==> src/rtl/hilo_muldiv.sv <==
// rtl/hilo_muldiv.sv - HI/LO register pair with iterative 32-cycle multiply/divide engine
// Optional macro HILO_BYPASS_EN forwards same-cycle MTHI/MTLO data onto hi_rd/lo_rd.
module hilo_muldiv #(
    parameter logic [31:0] HI_RST_VAL = 32'h0000_0000,
    parameter logic [31:0] LO_RST_VAL = 32'h0000_0000
) (
    input  logic        clk,
    input  logic        resetn,
    input  logic        start,
    input  logic [1:0]  op,
    input  logic [31:0] src_a,
    input  logic [31:0] src_b,
    input  logic        flush,
    input  logic        wr_hi_en,
    input  logic [31:0] wr_hi_data,
    input  logic        wr_lo_en,
    input  logic [31:0] wr_lo_data,
    output logic [31:0] hi_rd,
    output logic [31:0] lo_rd,
    output logic        busy,
    output logic        done,
    output logic        div_by_zero
);

    typedef enum logic [1:0] {IDLE, RUN, FIX} state_t;

    state_t      state_q, state_d;
    logic [1:0]  op_q, op_d;
    logic [31:0] a_q, a_d;
    logic [31:0] b_q, b_d;
    logic        sign_a_q, sign_a_d;
    logic        sign_b_q, sign_b_d;
    logic        b_zero_q, b_zero_d;
    logic [4:0]  cnt_q, cnt_d;
    logic [63:0] work_q, work_d;
    logic [31:0] hi_q, hi_d;
    logic [31:0] lo_q, lo_d;
    logic        done_q, done_d;
    logic        dbz_q, dbz_d;

    logic        in_signed;
    logic [31:0] abs_a, abs_b;
    logic [32:0] mul_sum;
    logic [32:0] rem_sh;
    logic [32:0] div_trial;
    logic        neg_res;
    logic [63:0] mul_res;
    logic [31:0] quo_res, rem_res;

    assign in_signed = ~op[0];
    assign abs_a     = (in_signed && src_a[31]) ? (32'd0 - src_a) : src_a;
    assign abs_b     = (in_signed && src_b[31]) ? (32'd0 - src_b) : src_b;

    // work_q holds {partial product, multiplier} for MULT and {remainder, quotient} for DIV
    assign mul_sum   = {1'b0, work_q[63:32]} + (work_q[0] ? {1'b0, a_q} : 33'd0);
    assign rem_sh    = work_q[63:31];
    assign div_trial = rem_sh - {1'b0, b_q};

    assign neg_res = ~op_q[0] & (sign_a_q ^ sign_b_q);
    assign mul_res = neg_res ? (64'd0 - work_q) : work_q;
    assign quo_res = neg_res ? (32'd0 - work_q[31:0]) : work_q[31:0];
    assign rem_res = (~op_q[0] & sign_a_q) ? (32'd0 - work_q[63:32]) : work_q[63:32];

    always_comb begin
        state_d  = state_q;
        op_d     = op_q;
        a_d      = a_q;
        b_d      = b_q;
        sign_a_d = sign_a_q;
        sign_b_d = sign_b_q;
        b_zero_d = b_zero_q;
        cnt_d    = cnt_q;
        work_d   = work_q;
        hi_d     = hi_q;
        lo_d     = lo_q;
        done_d   = 1'b0;
        dbz_d    = 1'b0;
        case (state_q)
            IDLE: begin
                if (start && !flush) begin
                    state_d  = RUN;
                    op_d     = op;
                    a_d      = abs_a;
                    b_d      = abs_b;
                    sign_a_d = in_signed & src_a[31];
                    sign_b_d = in_signed & src_b[31];
                    b_zero_d = (src_b == 32'd0);
                    cnt_d    = 5'd0;
                    work_d   = op[1] ? {32'd0, abs_a} : {32'd0, abs_b};
                end
            end
            RUN: begin
                if (flush) begin
                    state_d = IDLE;
                end else begin
                    if (op_q[1]) begin
                        // restoring step: keep the trial difference only when it did not borrow
                        if (!div_trial[32]) begin
                            work_d = {div_trial[31:0], work_q[30:0], 1'b1};
                        end else begin
                            work_d = {rem_sh[31:0], work_q[30:0], 1'b0};
                        end
                    end else begin
                        work_d = {mul_sum, work_q[31:1]};
                    end
                    cnt_d = cnt_q + 5'd1;
                    if (cnt_q == 5'd31) begin
                        state_d = FIX;
                    end
                end
            end
            FIX: begin
                state_d = IDLE;
                if (!flush) begin
                    done_d = 1'b1;
                    if (op_q[1] && b_zero_q) begin
                        dbz_d = 1'b1;
                    end else if (op_q[1]) begin
                        hi_d = rem_res;
                        lo_d = quo_res;
                    end else begin
                        hi_d = mul_res[63:32];
                        lo_d = mul_res[31:0];
                    end
                end
            end
            default: state_d = IDLE;
        endcase
        // committed MTHI/MTLO come from a younger instruction, so they override the engine
        if (wr_hi_en) begin
            hi_d = wr_hi_data;
        end
        if (wr_lo_en) begin
            lo_d = wr_lo_data;
        end
    end

    always_ff @(posedge clk) begin
        if (!resetn) begin
            state_q  <= IDLE;
            op_q     <= 2'd0;
            a_q      <= 32'd0;
            b_q      <= 32'd0;
            sign_a_q <= 1'b0;
            sign_b_q <= 1'b0;
            b_zero_q <= 1'b0;
            cnt_q    <= 5'd0;
            work_q   <= 64'd0;
            hi_q     <= HI_RST_VAL;
            lo_q     <= LO_RST_VAL;
            done_q   <= 1'b0;
            dbz_q    <= 1'b0;
        end else begin
            state_q  <= state_d;
            op_q     <= op_d;
            a_q      <= a_d;
            b_q      <= b_d;
            sign_a_q <= sign_a_d;
            sign_b_q <= sign_b_d;
            b_zero_q <= b_zero_d;
            cnt_q    <= cnt_d;
            work_q   <= work_d;
            hi_q     <= hi_d;
            lo_q     <= lo_d;
            done_q   <= done_d;
            dbz_q    <= dbz_d;
        end
    end

    assign busy        = ((state_q == IDLE) && start && !flush) || (state_q != IDLE);
    assign done        = done_q;
    assign div_by_zero = dbz_q;

`ifdef HILO_BYPASS_EN
    assign hi_rd = wr_hi_en ? wr_hi_data : hi_q;
    assign lo_rd = wr_lo_en ? wr_lo_data : lo_q;
`else
    assign hi_rd = hi_q;
    assign lo_rd = lo_q;
`endif

endmodule
==> config.mk <==
export PLATFORM = sky130hd
export DESIGN_NAME = hilo_muldiv
export DESIGN_NICKNAME = d
export VERILOG_FILES = /design/src/rtl/hilo_muldiv.sv
export SDC_FILE = /design/constraint.sdc
export NUM_CORES = 1
export LEC_CHECK = 0
export BUFFER_PORTS_ARGS = -buffer_cell sky130_fd_sc_hd__buf_4
export CAP_MARGIN = 40
export CORE_ASPECT_RATIO = 1.2
export CORE_MARGIN = 1
export CORE_UTILIZATION = 38
export DETAILED_ROUTE_END_ITERATION = 8
export PLACE_DENSITY = 0.58
export SYNTH_ARGS = -nofsm -noshare
export SYNTH_HDL_FRONTEND = slang
export SYNTH_SLANG_ARGS = --single-unit
==> constraint.sdc <==
create_clock -name clk -period 4.9 [get_ports clk]
set_clock_uncertainty 0.15 [all_clocks]
set_input_delay 0.49 -clock clk [delete_from_list [all_inputs] [get_ports clk]]
set_output_delay 0.49 -clock clk [all_outputs]
set_load 0.05 [all_outputs]
==> results of run 1 <==
## power groups by stage
stage | Sequential (mW) | Combinational [mW] | Clock (mW)
after floorplan | 1.96 | 0.709 | 0
after global placement | 1.90 | 1.19 | 0
after detailed placement | 1.90 | 1.20 | 0
after CTS | 1.87 | 1.23 | 1.86
after global routing | 1.88 | 1.34 | 1.94
final | 1.87 | 1.23 | 1.83
## kinds of logic after synthesis
group,after synthesis
adder cells (fa/ha/maj),72
AND/OR/NAND/NOR,734
multiplexers,73
AO/OA/AOI/OAI,653
XOR/XNOR,169
flip-flops,206
buffers and inverters,210
## cell type report
cell class | instances | area, um^2
clock buffer | 30 | 664
clock inverter | 14 | 123
fill | 4147 | 21900
inverter | 63 | 239
multi-input combinational | 1701 | 10800
sequential | 206 | 4130
tap | 539 | 674
timing repair buffer | 276 | 2190
## timing repair
item                       4_1_cts  5_1_grt
hold buffers                    33        0
hold endpoints to repair        33        0
setup endpoints to repair        0        0
## worst paths after layout
kind	start	end	slack, ps	cells past startpoint
setup reg to reg	work_q[0]	work_q[63]	830	13
hold / removal	wr_lo_data[13]	lo_rd[13]	10	3
hold reg to reg	cnt_q[4]	cnt_q[4]	310	2
setup / recovery	work_q[0]	work_q[63]	830	13
## flip-flops by register name, indices dropped and copies added, names as in the netlist, 2 cells and up
register  count
cnt_q         5
lo_rd        32
hi_rd        32
b_q          32
state_q       2
a_q          32
work_q       64
op_q          2
## routing by layer
| metal | routed length, um | global-route usage | share of wire | up-vias |
|---|---|---|---|---|
| li1 | - | - | - | 7964 |
| met1 | 26200 | 0.355 | 0.44 | 7712 |
| met2 | 27800 | 0.459 | 0.47 | 469 |
| met3 | 2550 | 0.0232 | 0.043 | 98 |
| met4 | 2570 | 0.115 | 0.043 | 0 |
| met5 | 0 | 0 | 0 | - |
## layout by cell type (no fill, tap or decap), types with 23 or more instances in the layout
| master | Yosys | routed |
|---|---|---|
| o21ai_0 | 132 | 132 |
| a31oi_1 | 31 | 31 |
| buf_4 | 1 | 240 |
| xor2_1 | 75 | 75 |
| xnor2_1 | 94 | 94 |
| nor2_1 | 299 | 298 |
| inv_1 | 63 | 62 |
| nor4_1 | 27 | 27 |
| a21o_1 | 40 | 40 |
| a21oi_1 | 176 | 176 |
| a211oi_1 | 123 | 123 |
| nor3_1 | 60 | 59 |
| and2_1 | 40 | 39 |
| dlygate4sd3_1 | 0 | 33 |
| mux2i_1 | 73 | 73 |
| and3_1 | 28 | 28 |
| nand2b_1 | 23 | 23 |
| clkbuf_16 | 0 | 25 |
| ha_1 | 70 | 70 |
| nand2_1 | 130 | 130 |
| nand3_1 | 37 | 37 |
| dfxtp_1 | 206 | 205 |
## per-stage QoR
step                utilization  instance area (um^2)  total power, mW  hold slack, ps
floorplan                     -                 15700             2.67             282
global placement          0.433                 17700             3.09             294
detailed placement        0.435                 17700             3.10             301
CTS                       0.462                 18800             4.95          0.0197
global route              0.462                 18800             5.16            5.54
finish                    0.462                 18800             4.93            13.2
## worst max-delay path, stage by stage (launching register included)
cell and delay, ps:
dfxtp_1 640, and2_1 250, ha_1 270, inv_1 80, fa_1 410, nor2b_1 170, o31a_1 200, o31ai_1 110
a21oi_1 430, a31oi_1 250, o21ai_1 300, a2111oi_0 140, or4_1 440, a41oi_1 170
==> results by group, run 1 <==
Global routing
  • Grt ovf: 0
  • First-pass GRT wire length: approximately 90 mm
  • Gr usage total: 0.272
  • Largest net degree at the start of global routing: 81
  • Initial antenna violation count: 0
  • Vias in the first global route: 15300

Yosys
  • Post-synthesis mux area share: 0.0464
  • Synth area leader: dfxtp_1
  • Top-count cell post-synth: nor2_1
  • Synthesized area: 15700 um^2
  • Post-Synth Simple-Gate Area: 0.222
  • Synth top area share: 0.262
  • Top post-synthesis cells by area: dfxtp_1 26%, nor2_1 7.1%, a211oi_1 5.9%
  • Number of flops mapped to enable cells by yosys: 0
  • Unique masters post-synth: 76
  • Most used flip-flop cell after synthesis: dfxtp_1
  • Synth top cells by count: 299 x nor2_1, 206 x dfxtp_1, 176 x a21oi_1, 132 x o21ai_0, 130 x nand2_1
  • Largest family of logic cells by synthesized area: compound AO/OA/AOI/OAI gates
  • Compound-Gate Fraction of Synth Area: 0.266
  • Synth Net Count: 2325
  • Fraction of registers with async set/reset: 0
  • Cells after Synth: 2117
  • Adder-cell share of the synthesized area: 0.0582
  • XOR/XNOR Fraction of Synth Area: 0.0941
  • Synth Warn #: 0
  • Seq/Total Area, Yosys: 0.262
  • Avg Inst Size Synth: around 7.4 um^2
  • Flops & latches, synth: 206

Detailed routing
  • Remaining routing DRC violations: 0
  • Antenna viol nets, final: 0
  • Drt total wl: 59.2 mm
  • DR iter-0 viols: 1071
  • Routed WL per cell: ~21 um
  • Detailed-router iteration count before antenna repair: 5
  • Via count: 16200
  • Drt via density: between 5 and 6

Layout
  • Ant diodes: 0
  • Final Non-Filler Cells: 2829
  • Nets@finish: 2481
  • P&R area growth vs syn: 19.7%
  • Share of layout cells above drive strength 1: 0.137

Power
  • Pint: 3.26 mW
  • Worst vdd ir: 0.270 mV
  • Pleak: 7.68 nW
  • Net Switching: 1.67 mW
  • Power per cell area: 262 nW/um^2
  • Combinational power share: 0.250
  • Sw Ratio: 0.338
  • Power share of the clock group: 0.371
  • Power share of the sequential group: 0.379

Placement
  • Dpl hpwl: approximately 46 mm
  • Post-place setup slack: 829 ps
  • GPL Wtd Cong: roughly 0.96
  • Cell count after placement: 2752
  • Number of port buffers: 202

Timing
  • Setup TNS Final: 0 ps
  • Relative slew slack: 0.427
  • Post-layout min period: 4070 ps
  • Max Slew Vio Count: 0
  • RSZ-0062 raised after global routing: false
  • Final number of setup-violating endpoints: 0
  • Setup ws final: roughly 830 ps
  • Worst-margin pin slew: 852 ps
  • Fmax: 0.246 GHz
  • Final Hold Fails: 0
  • Final period utilization: 0.831

Floorplanning
  • FP Rows: 81
  • Die Y: 225 um
  • Boundary pin count: between 200 and 250
  • DIE AREA: 42200 um^2
  • Core area: 40700 um^2
  • Initial Utilization: 0.386
  • Die W: ~190 um

Clock tree
  • Post_cts resized: 0
  • Num CTS Buffers: 25
  • Clk pin slew, worst setup/hold paths: around 70 ps
  • Clk sinks: 206
  • Clk root buf: clkbuf_16
  • H-tree depth: 1
  • CTS tree: yes
  • Clock Latency Late Sink: 570 ps
  • CTS max path bufs: 3
  • Postcts setup bufs: 0

Worst setup path
  • Setup crit end kind: flip-flop
  • Startpoint Class: flip-flop
  • Crit path kind: reg2reg
  • CP Max Fanout: 19
  • Required time worst endpoint: around 5200 ps
  • Critical Path AT: around 4400 ps

Flow run
  • Max Cap Violations: 0

Outcome
  • Status: completed

Min path
  • Min-Delay Path Class: in2reg
Note: power is estimated with default switching activity, not from simulation.
==> inputs of run 2 (changes only) <==
--- a/config.mk
+++ b/config.mk
@@ -5,13 +5,14 @@
 export SDC_FILE = /design/constraint.sdc
 export NUM_CORES = 1
 export LEC_CHECK = 0
+export ABC_AREA = 1
 export BUFFER_PORTS_ARGS = -buffer_cell sky130_fd_sc_hd__buf_4
 export CAP_MARGIN = 40
 export CORE_ASPECT_RATIO = 1.2
 export CORE_MARGIN = 1
 export CORE_UTILIZATION = 38
 export DETAILED_ROUTE_END_ITERATION = 8
-export PLACE_DENSITY = 0.58
+export PLACE_DENSITY = 0.6
 export SYNTH_ARGS = -nofsm -noshare
 export SYNTH_HDL_FRONTEND = slang
 export SYNTH_SLANG_ARGS = --single-unit
==> constraint.sdc (replaced) <==
create_clock -name clk -period 3.3 [get_ports clk]
set_clock_uncertainty 0.15 [all_clocks]
set_input_delay 0.33 -clock clk [delete_from_list [all_inputs] [get_ports clk]]
set_output_delay 0.33 -clock clk [all_outputs]
set_load 0.05 [all_outputs]
==> results by group, run 2 <==
Global routing
  • Largest net degree at the start of global routing: 69
  • Vias in the first global route: 20900
  • Initial antenna violation count: 0
  • Gr usage total: 0.300
  • First-pass GRT wire length: 119 mm
  • Grt ovf: 0

Layout
  • Final core utilization: 0.471
  • Nets@finish: 3861
  • Share of layout cells above drive strength 1: 0.108
  • P&R area growth vs syn: 21.8%
  • Multi-input gate area: about 13000 um^2
  • Final Non-Filler Cells: 4309
  • # fillers: about 5400
  • Register area: about 4100 um^2
  • Most frequent cells in the layout: 1056 x nand2_1, 482 x inv_1, 328 x nor2_1, 328 x nand3_1, 257 x buf_4
  • Commonest non-fill, non-tap cell in the layout: nand2_1
  • Max reg flops: 64
  • Reg with most FFs: work_q
  • Ant diodes: 0

Floorplanning
  • FP Rows: 89
  • Initial Utilization: 0.387
  • Boundary pin count: 203
  • DIE AREA: slightly above 50000 um^2
  • Core area: slightly below 50000 um^2
  • Die W: 207 um
  • Die Y: ~250 um

Yosys
  • Top post-synthesis cells by area: dfxtp_1 22%, nand2_1 21%, inv_1 9.5%
  • Synth top area share: 0.216
  • Flops & latches, synth: 206
  • Seq/Total Area, Yosys: 0.216
  • Avg Inst Size Synth: 5.66 um^2
  • Synthesized area: around 19000 um^2
  • Top-count cell post-synth: nand2_1
  • Number of flops mapped to enable cells by yosys: 0
  • Unique masters post-synth: 58
  • Synth area leader: dfxtp_1
  • Synth Net Count: ~3600
  • Synth Warn #: 0
  • Cells after Synth: between 3000 and 4000
  • Synth top cells by count: 1056 x nand2_1, 482 x inv_1, 331 x nor2_1, 328 x nand3_1, 206 x dfxtp_1
  • Most used flip-flop cell after synthesis: dfxtp_1
  • Fraction of registers with async set/reset: 0

Placement
  • Cell count after placement: 4159
  • Dpl hpwl: 61.3 mm
  • Number of port buffers: between 200 and 250
  • GPL Wtd Cong: between 0.9 and 1

Clock tree
  • Clk root buf: clkbuf_16
  • Clock Latency Late Sink: between 500 and 600 ps
  • H-tree depth: 1
  • Num CTS Buffers: 25
  • Postcts setup bufs: 0
  • Clk pin slew, worst setup/hold paths: 60 ps
  • CTS tree: yes
  • Clk sinks: 206
  • CTS max path bufs: 3

Worst setup path
  • Startpoint Class: flip-flop
  • Critical Path AT: ~3400 ps
  • Reg-to-Reg End: work_q[47]
  • Crit path kind: reg2reg
  • Required time worst endpoint: about 3600 ps
  • R2r setup slk: 280 ps
  • CP endpoint: work_q[47]
  • Critical Path Source: work_q[31]
  • Reg2Reg Depth: 17
  • Reg2reg start: work_q[31]
  • Setup crit end kind: flip-flop
  • CP Max Fanout: 23

Timing
  • Final hold slack: 24.1 ps
  • Max Slew Vio Count: 0
  • Fmax: between 0.3 and 0.4 GHz
  • Post-layout min period: 3020 ps
  • Relative slew slack: 0.520
  • Final number of setup-violating endpoints: 0
  • RSZ-0062 raised after global routing: false
  • Final period utilization: 0.917
  • Final Hold Fails: 0
  • Worst-margin pin slew: 721 ps
  • Setup TNS Final: 0 ps

Detailed routing
  • Drt total wl: just under 80 mm
  • Routed WL per cell: about 18 um
  • Remaining routing DRC violations: 2
  • DR iter-0 viols: between 1500 and 2000
  • Drt via density: 5.24
  • Detailed-router iteration count before antenna repair: 9
  • Via count: 22600
  • Antenna viol nets, final: 0

Outcome
  • Status: finished, violations left
  • Failing checks: DRC

Power
  • Power per cell area: about 360 nW/um^2
  • Pleak: 11.7 nW
  • Worst vdd ir: 0.429 mV
  • Overall Power: 8.36 mW

Flow run
  • Max Cap Violations: 0

Min path
  • Min-Delay Path Class: in2reg
[run 2: cells by family after synthesis]
kind of cell | share of synthesized area
xor+xnor | 0.0321
flops | 0.216
simple gates | 0.411
compound gates | 0.166
buf+inv | 0.128
fa+ha+maj | 0.0479
[run 2: area by class of cell]
type / count / area share
clock buffer: 33 / 0.0290
clock inverter: 13 / 0.00752
inverter: 500 / 0.0806
multi-input combinational: 2554 / 0.540
sequential: 206 / 0.177
tap: 637 / 0.0342
timing repair buffer: 366 / 0.132
[run 2: per-layer routing]
metal	GRT usage	routed length [um]
met1	0.389	33200
met5	0	0
met2	0.493	36000
met3	0.0301	4510
met4	0.149	4380
[run 2: timing repair]
| action | CTS | global route |
|---|---|---|
| gates resized for setup | 0 | 0 |
| endpoints found under the hold margin | 107 | 0 |
| hold buffers | 104 | 0 |
[run 2: worst min-delay path by stage]
| stage | startpoint | to | slack (ps) | cells after the start |
|---|---|---|---|---|
| floorplan | flush | div_by_zero | 260 | 1 |
| detailed placement | a_q[7] | a_q[7] | 290 | 2 |
| global route | wr_lo_en | lo_rd[27] | 30 | 3 |
| CTS | wr_hi_data[19] | hi_rd[19] | 5 | 5 |
| finish | wr_lo_en | lo_rd[28] | 20 | 3 |
| global placement | a_q[7] | a_q[7] | 290 | 2 |
[run 2: report_power, final]
part,internal (mW),switching [mW],leakage [nW]
clock network,1.70,1.23,0.416
logic,0.891,1.77,9.63
registers,2.63,0.136,1.69
total,5.22,3.14,11.7
[run 2: through the flow]
step / setup WS (ps) / cell area [um^2]
after global placement: 414 / 21400
after CTS: 290 / 23300
after detailed placement: 332 / 21400
final: 275 / 23300
after global routing: 31.2 / 23300
after floorplan: 614 / 19100
[run 2: worst max-delay path, stage by stage (launching register included)]
cell and delay [ps]:
dfxtp_1 420, inv_1 140, ha_1 230, fa_1 440, inv_1 120, nand3_1 120, nand2_4 120, nand2_2 50
nand2_2 80, nand2_2 70, nand2_4 70, nand2_4 70, nand3_4 120, buf_4 340, nand3_1 120, nand3_1 100
nand2_1 60, a21oi_1 110
